### src/rtl/counter_pkg.sv
// Shared types, constants and helpers for the counter sequencer.
package counter_pkg;

  // Controller state encoding.
  localparam logic [1:0] StateIdle  = 2'd0;
  localparam logic [1:0] StateRun   = 2'd1;
  localparam logic [1:0] StatePause = 2'd2;
  localparam logic [1:0] StateDone  = 2'd3;

  typedef enum logic [1:0] {
    StIdle  = StateIdle,
    StRun   = StateRun,
    StPause = StatePause,
    StDone  = StateDone
  } state_e;

  // Terminal count used when the host programs cfg_last = 0 (mod-8).
  localparam int unsigned DefLast = 7;

  // Increment that sticks at max instead of rolling over.
  function automatic logic [31:0] sat_inc(input logic [31:0] value, input logic [31:0] max);
    return (value >= max) ? max : value + 32'd1;
  endfunction

endpackage

### src/rtl/mod_n_counter.sv
// Mod-N up counter: counts 0..last, clears on clr, flags the rollover edge.
module mod_n_counter #(
  parameter int unsigned CW = 4
) (
  input  logic          clk,
  input  logic          rst,
  input  logic          en,
  input  logic          clr,
  input  logic [CW-1:0] last,
  output logic [CW-1:0] count,
  output logic          wrap
);

  logic [CW-1:0] count_q, count_d;

  // Next count: clear wins over enable; roll to 0 after last.
  always_comb begin
    count_d = count_q;
    if (clr) begin
      count_d = '0;
    end else if (en) begin
      count_d = (count_q == last) ? '0 : count_q + 1'b1;
    end
  end

  // Count register.
  always_ff @(posedge clk or negedge rst) begin
    if (!rst) begin
      count_q <= '0;
    end else begin
      count_q <= count_d;
    end
  end

  assign count = count_q;
  // High when the coming edge takes the count from last back to 0.
  assign wrap  = en && !clr && (count_q == last);

endmodule

### src/rtl/counter_seq_ctrl.sv
// Run controller for a mod-N counter: start/stop/pause, lap counting, done pulse.
module counter_seq_ctrl
  import counter_pkg::*;
#(
  parameter int unsigned CW       = 4,
  parameter int unsigned LW       = 8,
  parameter int unsigned DEF_LAST = DefLast
) (
  input  logic          clk,
  input  logic          rst,
  input  logic          start,
  input  logic          stop,
  input  logic          pause,
  input  logic [CW-1:0] cfg_last,
  input  logic [LW-1:0] cfg_laps,
  output logic [CW-1:0] count,
  output logic          wrap,
  output logic [LW-1:0] laps_done,
  output logic          busy,
  output logic          done
);

  localparam logic [CW-1:0] DefLastW = CW'(DEF_LAST);
  localparam logic [31:0]   LapsMax  = 32'((64'd1 << LW) - 64'd1);

  state_e        state_q, state_d;
  logic [CW-1:0] last_q, last_d;
  logic [LW-1:0] goal_q, goal_d;
  logic [LW-1:0] laps_q, laps_d;
  logic          wrap_q, wrap_d;
  logic          busy_q, busy_d;
  logic          done_q, done_d;

  logic          cnt_en, cnt_clr, cnt_wrap;
  logic [31:0]   laps_inc32;
  logic [LW-1:0] laps_inc;
  logic          unused_laps_hi;

  assign laps_inc32     = sat_inc(32'(laps_q), LapsMax);
  assign laps_inc       = laps_inc32[LW-1:0];
  assign unused_laps_hi = ^laps_inc32;

  mod_n_counter #(
    .CW (CW)
  ) u_counter (
    .clk   (clk),
    .rst   (rst),
    .en    (cnt_en),
    .clr   (cnt_clr),
    .last  (last_q),
    .count (count),
    .wrap  (cnt_wrap)
  );

  // Next state, config capture, lap count and registered pulse outputs.
  always_comb begin
    state_d = state_q;
    last_d  = last_q;
    goal_d  = goal_q;
    laps_d  = laps_q;
    wrap_d  = 1'b0;
    done_d  = 1'b0;
    busy_d  = busy_q;
    cnt_en  = 1'b0;
    cnt_clr = 1'b0;
    unique case (state_q)
      StIdle: begin
        busy_d = 1'b0;
        // start beats a simultaneous stop
        if (start) begin
          state_d = StRun;
          cnt_clr = 1'b1;
          laps_d  = '0;
          busy_d  = 1'b1;
          last_d  = (cfg_last == '0) ? DefLastW : cfg_last;
          goal_d  = cfg_laps;
        end
      end
      StRun: begin
        if (stop) begin
          state_d = StIdle;
          busy_d  = 1'b0;
        end else if (pause) begin
          state_d = StPause;
        end else begin
          cnt_en = 1'b1;
          if (cnt_wrap) begin
            wrap_d = 1'b1;
            laps_d = laps_inc;
            if (goal_q != '0 && laps_inc == goal_q) begin
              state_d = StDone;
              done_d  = 1'b1;
              busy_d  = 1'b0;
            end
          end
        end
      end
      StPause: begin
        if (stop) begin
          state_d = StIdle;
          busy_d  = 1'b0;
        end else if (!pause) begin
          // count is held on the resume edge
          state_d = StRun;
        end
      end
      StDone: begin
        state_d = StIdle;
        busy_d  = 1'b0;
      end
      default: begin
        state_d = StIdle;
        busy_d  = 1'b0;
      end
    endcase
  end

  // Controller registers.
  always_ff @(posedge clk or negedge rst) begin
    if (!rst) begin
      state_q <= StIdle;
      last_q  <= '0;
      goal_q  <= '0;
      laps_q  <= '0;
      wrap_q  <= 1'b0;
      busy_q  <= 1'b0;
      done_q  <= 1'b0;
    end else begin
      state_q <= state_d;
      last_q  <= last_d;
      goal_q  <= goal_d;
      laps_q  <= laps_d;
      wrap_q  <= wrap_d;
      busy_q  <= busy_d;
      done_q  <= done_d;
    end
  end

  assign wrap      = wrap_q;
  assign laps_done = laps_q;
  assign busy      = busy_q;
  assign done      = done_q;

endmodule

### config.mk
export PLATFORM = sky130hd
export DESIGN_NAME = counter_seq_ctrl
export DESIGN_NICKNAME = d
export VERILOG_FILES = /design/src/rtl/counter_pkg.sv /design/src/rtl/mod_n_counter.sv /design/src/rtl/counter_seq_ctrl.sv
export SDC_FILE = /design/constraint.sdc
export NUM_CORES = 1
export LEC_CHECK = 0
export ABC_AREA = 1
export BUFFER_PORTS_ARGS = -buffer_cell sky130_fd_sc_hd__buf_2
export CAP_MARGIN = 20
export CORE_MARGIN = 4
export CORE_UTILIZATION = 50
export CTS_CLUSTER_DIAMETER = 80
export CTS_CLUSTER_SIZE = 10
export DETAILED_ROUTE_END_ITERATION = 8
export PLACE_DENSITY = 0.73
export SLEW_MARGIN = 20
export SYNTH_ARGS = -nofsm -noshare
export SYNTH_HDL_FRONTEND = slang
export SYNTH_SLANG_ARGS = --single-unit
### constraint.sdc
create_clock -name clk -period 1.9 [get_ports clk]
set_input_delay 0.38 -clock clk [delete_from_list [all_inputs] [get_ports clk]]
set_output_delay 0.38 -clock clk [all_outputs]
set_load 0.005 [all_outputs]
==> key figures, run 1 <==
Synthesis
  – Largest family of logic cells by synthesized area: simple AND/OR/NAND/NOR gates
  – Seq cells post-synth: 29
  – Synth async-reset ratio: between 90% and 100%
  – Cells after Synth: 215
  – Synthesized Nets: 234
  – Largest cells by area after synthesis: dfrtp_1 44%, nand2_1 15%, nand3_1 6.7%
  – Predominant post-synthesis flop cell: dfrtp_1
  – Top-count cell post-synth: nand2_1
  – Top cells by count, synth: 66 x nand2_1, 29 x dfrtp_1, 25 x inv_1
  – Syn. warnings: 0
  – Adder-cell area share of the yosys netlist: approximately 1.5%
  – Top-area cell type share of the netlist area: 44.4%
  – Compound-Gate Fraction of Synth Area: 8.96%
  – Xor-xnor portion of the synthesized cell area: around 2.7%
  – Mean Syn Cell Area: 7.60 µm²
  – Post-synth EDFFs: 0
  – Post-synthesis sequential area ratio: 44.4%
  – Synth cell types: 24
  – Mux contribution to synthesized area: 0%
  – Cell accounting for the most synthesized area: dfrtp_1
  – Synth Cell Area: 0.00163 mm²
  – Simple-gate share of the synthesized area: 35.1%

STA
  – Final Hold Vio Count: 0
  – Final Slew Violations: 0
  – Clock Skew: 9.16 ps
  – Final period utilization: 95.3%
  – Achievable Freq: 552 MHz
  – Final setup viols: 0
  – Post-route setup slack: roughly 89 ps
  – Final hold slack: 56.1 ps
  – Rel. slew slack: 58.3%
  – Slew @ Worst Pin: 626 ps
  – RSZ-0062 raised after global routing: true
  – Tmin final: about 1800 ps

Power and ir drop
  – Lkg Pwr: 1.09 nW
  – VDD IR max: 0.000604 V
  – Pwr Total: 2.26 mW
  – Pwr/cell area: roughly 1100 mW/mm²

Placement
  – Pre-CTS setup slack: 69.9 ps
  – Gpl congestion: 0.920
  – Dpl hpwl: 2710 µm
  – Number of port buffers: 31

Drt
  – Via count: 1577
  – Wire length per cell: between 10 and 15 µm
  – Via-to-Cell Ratio: 5.15
  – Detail Route Antenna Nets: 0
  – DRC Markers: 0
  – Post-Route WL: around 3800 µm
  – Starting DRT DRC Count: 133
  – Total iterations of the first detailed-routing run: 5

Clock tree
  – TritonCTS Buffers: 5
  – Clk buf depth: 2
  – Clock Sink Count: 29
  – H-tree depth: 2
  – Clock transition at path regs: 90 ps
  – Root buf cell: clkbuf_4
  – Worst-Skew Late Latency: 330 ps
  – CTS tree: yes

Finish
  – Multi-input gate area: 845 µm²
  – Sequential Area: 727 µm²
  – Share of cells above drive strength 1: between 20% and 30%
  – N_diodes: 0
  – Layout Nets: 280
  – Area delta synth->final: 23.8%
  – Layout fillers: 267
  – Core Util, Final: about 66%

GRT
  – Gr usage total: 18.6%
  – Vias in the first global route: around 1400
  – First-pass GRT wire length: 6000 µm
  – Largest net degree at the start of global routing: 30
  – Grt ovf: 0
  – Initial antenna violation count: 0

Min path
  – Hold crit path type: in2async

Floorplan
  – Rows: 20
  – Initial core utilization: 53.1%
  – Die height: 65.2 µm
  – Die X-Extent: roughly 65 µm
  – I/O pin total: 32
  – Die area: between 0.004 and 0.005 mm²
  – Area of the core: 0.00308 mm²

Critical path
  – Crit Path Class: reg2reg
  – R2R depth: 14
  – WP data arrival: just over 2000 ps
  – Critical-path maximum fanout: 6
  – Crit Reg-Reg Endpoint: busy
  – R2R Setup Slk: 90 ps
  – Crit. End Element: flop
  – FF-to-FF Start: laps_done[0]
  – CP Launch Type: flop
  – Worst endpoint required time: roughly 2100 ps

Status
  – Status: completed

Job
  – Max-cap violation count: 0
## power by group
part | switching [mW] | internal (mW) | leakage (nW)
registers | 0.173 | 0.811 | 0.377
logic | 0.560 | 0.368 | 0.688
clock network | 0.200 | 0.147 | 0.0265
total | 0.933 | 1.33 | 1.09
## logic make-up after synthesis
kind of cell | after synthesis
simple gates | 122
buf+inv | 30
flops | 29
compound gates | 27
xor+xnor | 5
fa+ha+maj | 2
## registers in the layout, indices dropped and copies added (netlist names)
| name | cells |
|---|---|
| state_q | 2 |
| wrap | 1 |
| done | 1 |
| last_q | 4 |
| busy | 1 |
| u_counter.count | 4 |
| laps_done | 8 |
| goal_q | 8 |
## cells in the final DEF, fill, tap and decap left out, drive strengths merged, types with 4 or more instances in the layout
master,count
nand2,72
buf,42
dfrtp,29
inv,26
nand3,26
o21ai,20
nor2,16
nand4,8
clkbuf,8
a21oi,4
xnor2,4
## routing by layer
metal,GRT usage (%),vias to the layer above,wire length (µm)
li1,-,795,-
met2,27.3,59,1710
met3,5.98,11,266
met1,24.9,712,1720
met4,8.29,0,72
met5,0,-,0
## cell type report
cell class	count	area share, %
Timing Repair Buffer	42	12.4
Clock buffer	8	2.41
Multi-Input combinational cell	157	41.7
Sequential cell	29	35.9
Inverter	26	4.82
Tap cell	44	2.72
## how the worst max path moves through the flow
stage | startpoint | end | slack (ps) | cells past startpoint
global placement | laps_done[0] | busy | 110 | 12
detailed placement | laps_done[0] | state_q[0] | 70 | 13
CTS | laps_done[0] | state_q[0] | 50 | 13
global route | laps_done[4] | busy | -150 | 14
floorplan | laps_done[0] | busy | 150 | 14
finish | laps_done[0] | busy | 90 | 14
## timing repair
item                                    in CTS  in global routing
setup buffers                                0                  4
gates resized for setup                      0                 15
endpoints found under the setup margin       0                  4
hold buffers                                 0                  0
## through the flow
| stage | std cells | TNS, ps | area (µm²) |
|---|---|---|---|
| 2_1_floorplan | 215 | 0 | 1630 |
| 3_3_place_gp | 293 | 0 | 1870 |
| 3_5_place_dp | 293 | 0 | 1870 |
| 4_1_cts | 301 | 0 | 1920 |
| 5_1_grt | 306 | -293 | 2020 |
| 6_report | 306 | 0 | 2020 |
## critical path, cell delays in order, from the launching register on
cell and delay (ps):
dfrtp_1 370, ha_2 190, nand2_2 80, nor2_4 170
nand2_4 100, nand3_2 90, nand2_1 70, nand2_1 90
nand2_2 60, nor2_2 120, nand4_1 130, nand2_1 90
nand2_1 40, nand2_1 50, nand2_1 40
(Power assumes the default switching activity.)
==> inputs of run 2 (changes only) <==
--- a/config.mk
+++ b/config.mk
@@ -17,4 +17,5 @@
 export SLEW_MARGIN = 20
 export SYNTH_ARGS = -nofsm -noshare
 export SYNTH_HDL_FRONTEND = slang
+export SYNTH_HIERARCHICAL = 1
 export SYNTH_SLANG_ARGS = --single-unit
==> run 2 against run 1 <==
Core utilization fell by 3.1 points; first-iteration DRC count shrank 12%; final cell count grew 11%; critical endpoint unchanged; worst hold slack better by 5.4 ps; combinational power shrank 8.8%; flip-flop and latch count unchanged; clock skew shrank 4.7 ps.
==> key figures, run 2 <==
Status
  – Status: completed

GRT
  – Initial antenna violation count: 0 (unchanged)
  – Vias in the first global route: 1639 (+19%)
  – Grt ovf: 0 (unchanged)
  – Gr usage total: 20.0% (+1.5 points)
  – Largest net degree at the start of global routing: 30 (unchanged)
  – First-pass GRT wire length: 6870 µm (+15%)

Finish
  – Share of cells above drive strength 1: 24.7% (-4.6 points)
  – N_diodes: 0 (unchanged)
  – Final Cell Area: 0.00211 mm² (+4.1%)
  – Commonest non-fill, non-tap cell in the layout: nand2_1
  – Area delta synth->final: 19.5%
  – Core Util, Final: 62.6% (-3.1 points)
  – Most frequent cells in the layout: 86 x nand2_1, 34 x inv_1, 31 x buf_2
  – Layout fillers: 350 (+31%)
  – Layout Nets: 313 (+12%)

Critical path
  – Crit. End Element: flop
  – Worst endpoint required time: 2120 ps (about the same)
  – Critical-path maximum fanout: 13 (+7)
  – Crit Path Class: reg2reg
  – CP Launch Type: flop
  – WP data arrival: 2000 ps (-30 ps)

Power and ir drop
  – Lkg Pwr: 1.17 nW (+7.4%)
  – Pwr Total: 2.19 mW (-2.9%)
  – VDD IR max: 0.000552 V (-8.5%)
  – Pwr/cell area: 1040 mW/mm² (-6.7%)

Synthesis
  – Predominant post-synthesis flop cell: dfrtp_1
  – Top-area cell type share of the netlist area: 41.2% (-3.2 points)
  – Top cells by count, synth: 90 x nand2_1, 34 x inv_1, 29 x dfrtp_1
  – Cell accounting for the most synthesized area: dfrtp_1
  – Seq cells post-synth: 29 (unchanged)
  – Synth async-reset ratio: 100% (unchanged)
  – Post-synth EDFFs: 0 (unchanged)
  – Syn. warnings: 6 (+6)
  – Largest cells by area after synthesis: dfrtp_1 41%, nand2_1 19%, inv_1 7.2%
  – Synth cell types: 27 (+13%)
  – Mean Syn Cell Area: 7.02 µm² (-7.7%)
  – Cells after Synth: 251 (+17%)
  – Synth Cell Area: 0.00176 mm² (+7.8%)
  – Synthesized Nets: 270 (+15%)
  – Post-synthesis sequential area ratio: 41.2% (-3.2 points)
  – Top-count cell post-synth: nand2_1

Floorplan
  – Die area: 0.00454 mm² (+6.9%)
  – Rows: 21 (+5.0%)
  – Area of the core: 0.00336 mm² (+9.3%)
  – Initial core utilization: 52.4% (-0.71 points)
  – Die X-Extent: 67.4 µm (+3.4%)
  – I/O pin total: 32 (unchanged)
  – Die height: 67.4 µm (+3.4%)

Drt
  – Starting DRT DRC Count: 117 (-12%)
  – Total iterations of the first detailed-routing run: 4 (-1)
  – Via count: 1731 (+9.8%)
  – Post-Route WL: 4050 µm (+7.4%)
  – DRC Markers: 0 (unchanged)
  – Wire length per cell: 11.9 µm (-3.6%)
  – Detail Route Antenna Nets: 0 (unchanged)
  – Via-to-Cell Ratio: 5.08 (-1.5%)

Placement
  – Dpl hpwl: 3110 µm (+15%)
  – Number of port buffers: 31 (unchanged)
  – Pre-CTS setup slack: -13.0 ps (-82.9 ps)
  – Dpl cell area: 0.00200 mm² (+6.5%)
  – Gpl congestion: 0.904 (-1.8%)

STA
  – Final Slew Violations: 0 (unchanged)
  – Post-route setup slack: 116 ps (+27.1 ps)
  – Slew @ Worst Pin: 630 ps (+3.68 ps)
  – Final hold slack: 61.5 ps (+5.44 ps)
  – Tmin final: 1780 ps (-27.1 ps)
  – Final Hold Vio Count: 0 (unchanged)
  – Achievable Freq: 561 MHz (+1.5%)
  – Final setup viols: 0 (unchanged)
  – Clock Skew: 4.45 ps (-4.71 ps)
  – Final period utilization: 93.9% (-1.4 points)
  – Rel. slew slack: 58.0% (-0.25 points)

Clock tree
  – Worst-Skew Late Latency: 330 ps (about the same)
  – H-tree depth: 2 (unchanged)
  – CTS tree: yes
  – TritonCTS Buffers: 5 (unchanged)
  – Clock transition at path regs: 100 ps (about the same)
  – Clock Sink Count: 29 (unchanged)
  – Clk buf depth: 2 (unchanged)
  – Root buf cell: clkbuf_4

Job
  – Max-cap violation count: 0 (unchanged)

Min path
  – Hold crit path type: in2async
[run 2: final timing paths]
check | start | to | slack, ps | depth (start not counted)
hold / removal | rst | last_q[3] | 60 | 1
min in group clk | cfg_laps[3] | goal_q[3] | 260 | 3
setup reg to reg | laps_done[0] | busy | 120 | 13
setup / recovery | laps_done[0] | busy | 120 | 13
hold reg to reg | last_q[3] | last_q[3] | 520 | 2
max in group asynchronous | rst | laps_done[2] | 1400 | 1
[run 2: timing repair]
action	4_1_cts	5_1_grt
endpoints found under the setup margin	1	8
resized for setup	1	8
hold buffers	0	0
buffers inserted	0	2
pin swaps	0	1
[run 2: kinds of logic after synthesis]
group | count (synthesis) | share of synthesized area, %
buffers and inverters | 40 | 9.38
xor gates and xnor gates | 2 | 0.994
adders and majority gates | 2 | 1.42
and+or+nand+nor | 154 | 40.1
AOI/OAI and AO/OA | 24 | 6.96
DFF | 29 | 41.2
[run 2: cell type report]
type / count / area (µm²) / area share, %
clock buffers: 7 / 65.1 / 3.09
clock inverters: 1 / 5.00 / 0.238
inverters: 36 / 135 / 6.42
multi-input cells: 182 / 893 / 42.4
flip-flops and latches: 29 / 727 / 34.5
well taps: 46 / 57.6 / 2.73
repair buffers: 40 / 223 / 10.6
[run 2: layer usage]
metal / vias to the layer above / routed length, µm / track usage [%]
met3: 11 / 210 / 3.66
met2: 63 / 1830 / 32.3
li1: 884 / - / -
met4: 0 / 81 / 9.11
met5: - / 0 / 0
met1: 773 / 1940 / 26.2
[run 2: power breakdown]
group	switching, mW	internal (mW)	total, mW	leakage (nW)
logic	0.520	0.327	0.847	0.751
registers	0.125	0.785	0.910	0.379
clock network	0.222	0.214	0.436	0.0413
total	0.867	1.33	2.19	1.17
[run 2: worst max-delay path, stage by stage (launching register included)]
cell and delay, ps:
dfrtp_1 390, ha_2 220, nand2_2 70, nor2_2 40, nand2_4 150, nand2_1 100
nand2_1 90, nand2_1 60, nor2_1 110, nand3_1 120, nor2_1 130, nand2_1 60
nand3_1 70, nand2_1 50
[run 2: metrics by stage]
step                      TNS, ps  instances
after CTS                       0        339
after global placement      -40.2        331
after floorplan                 0        251
final                           0        341
after detailed placement    -13.0        331
after global routing         -439        341
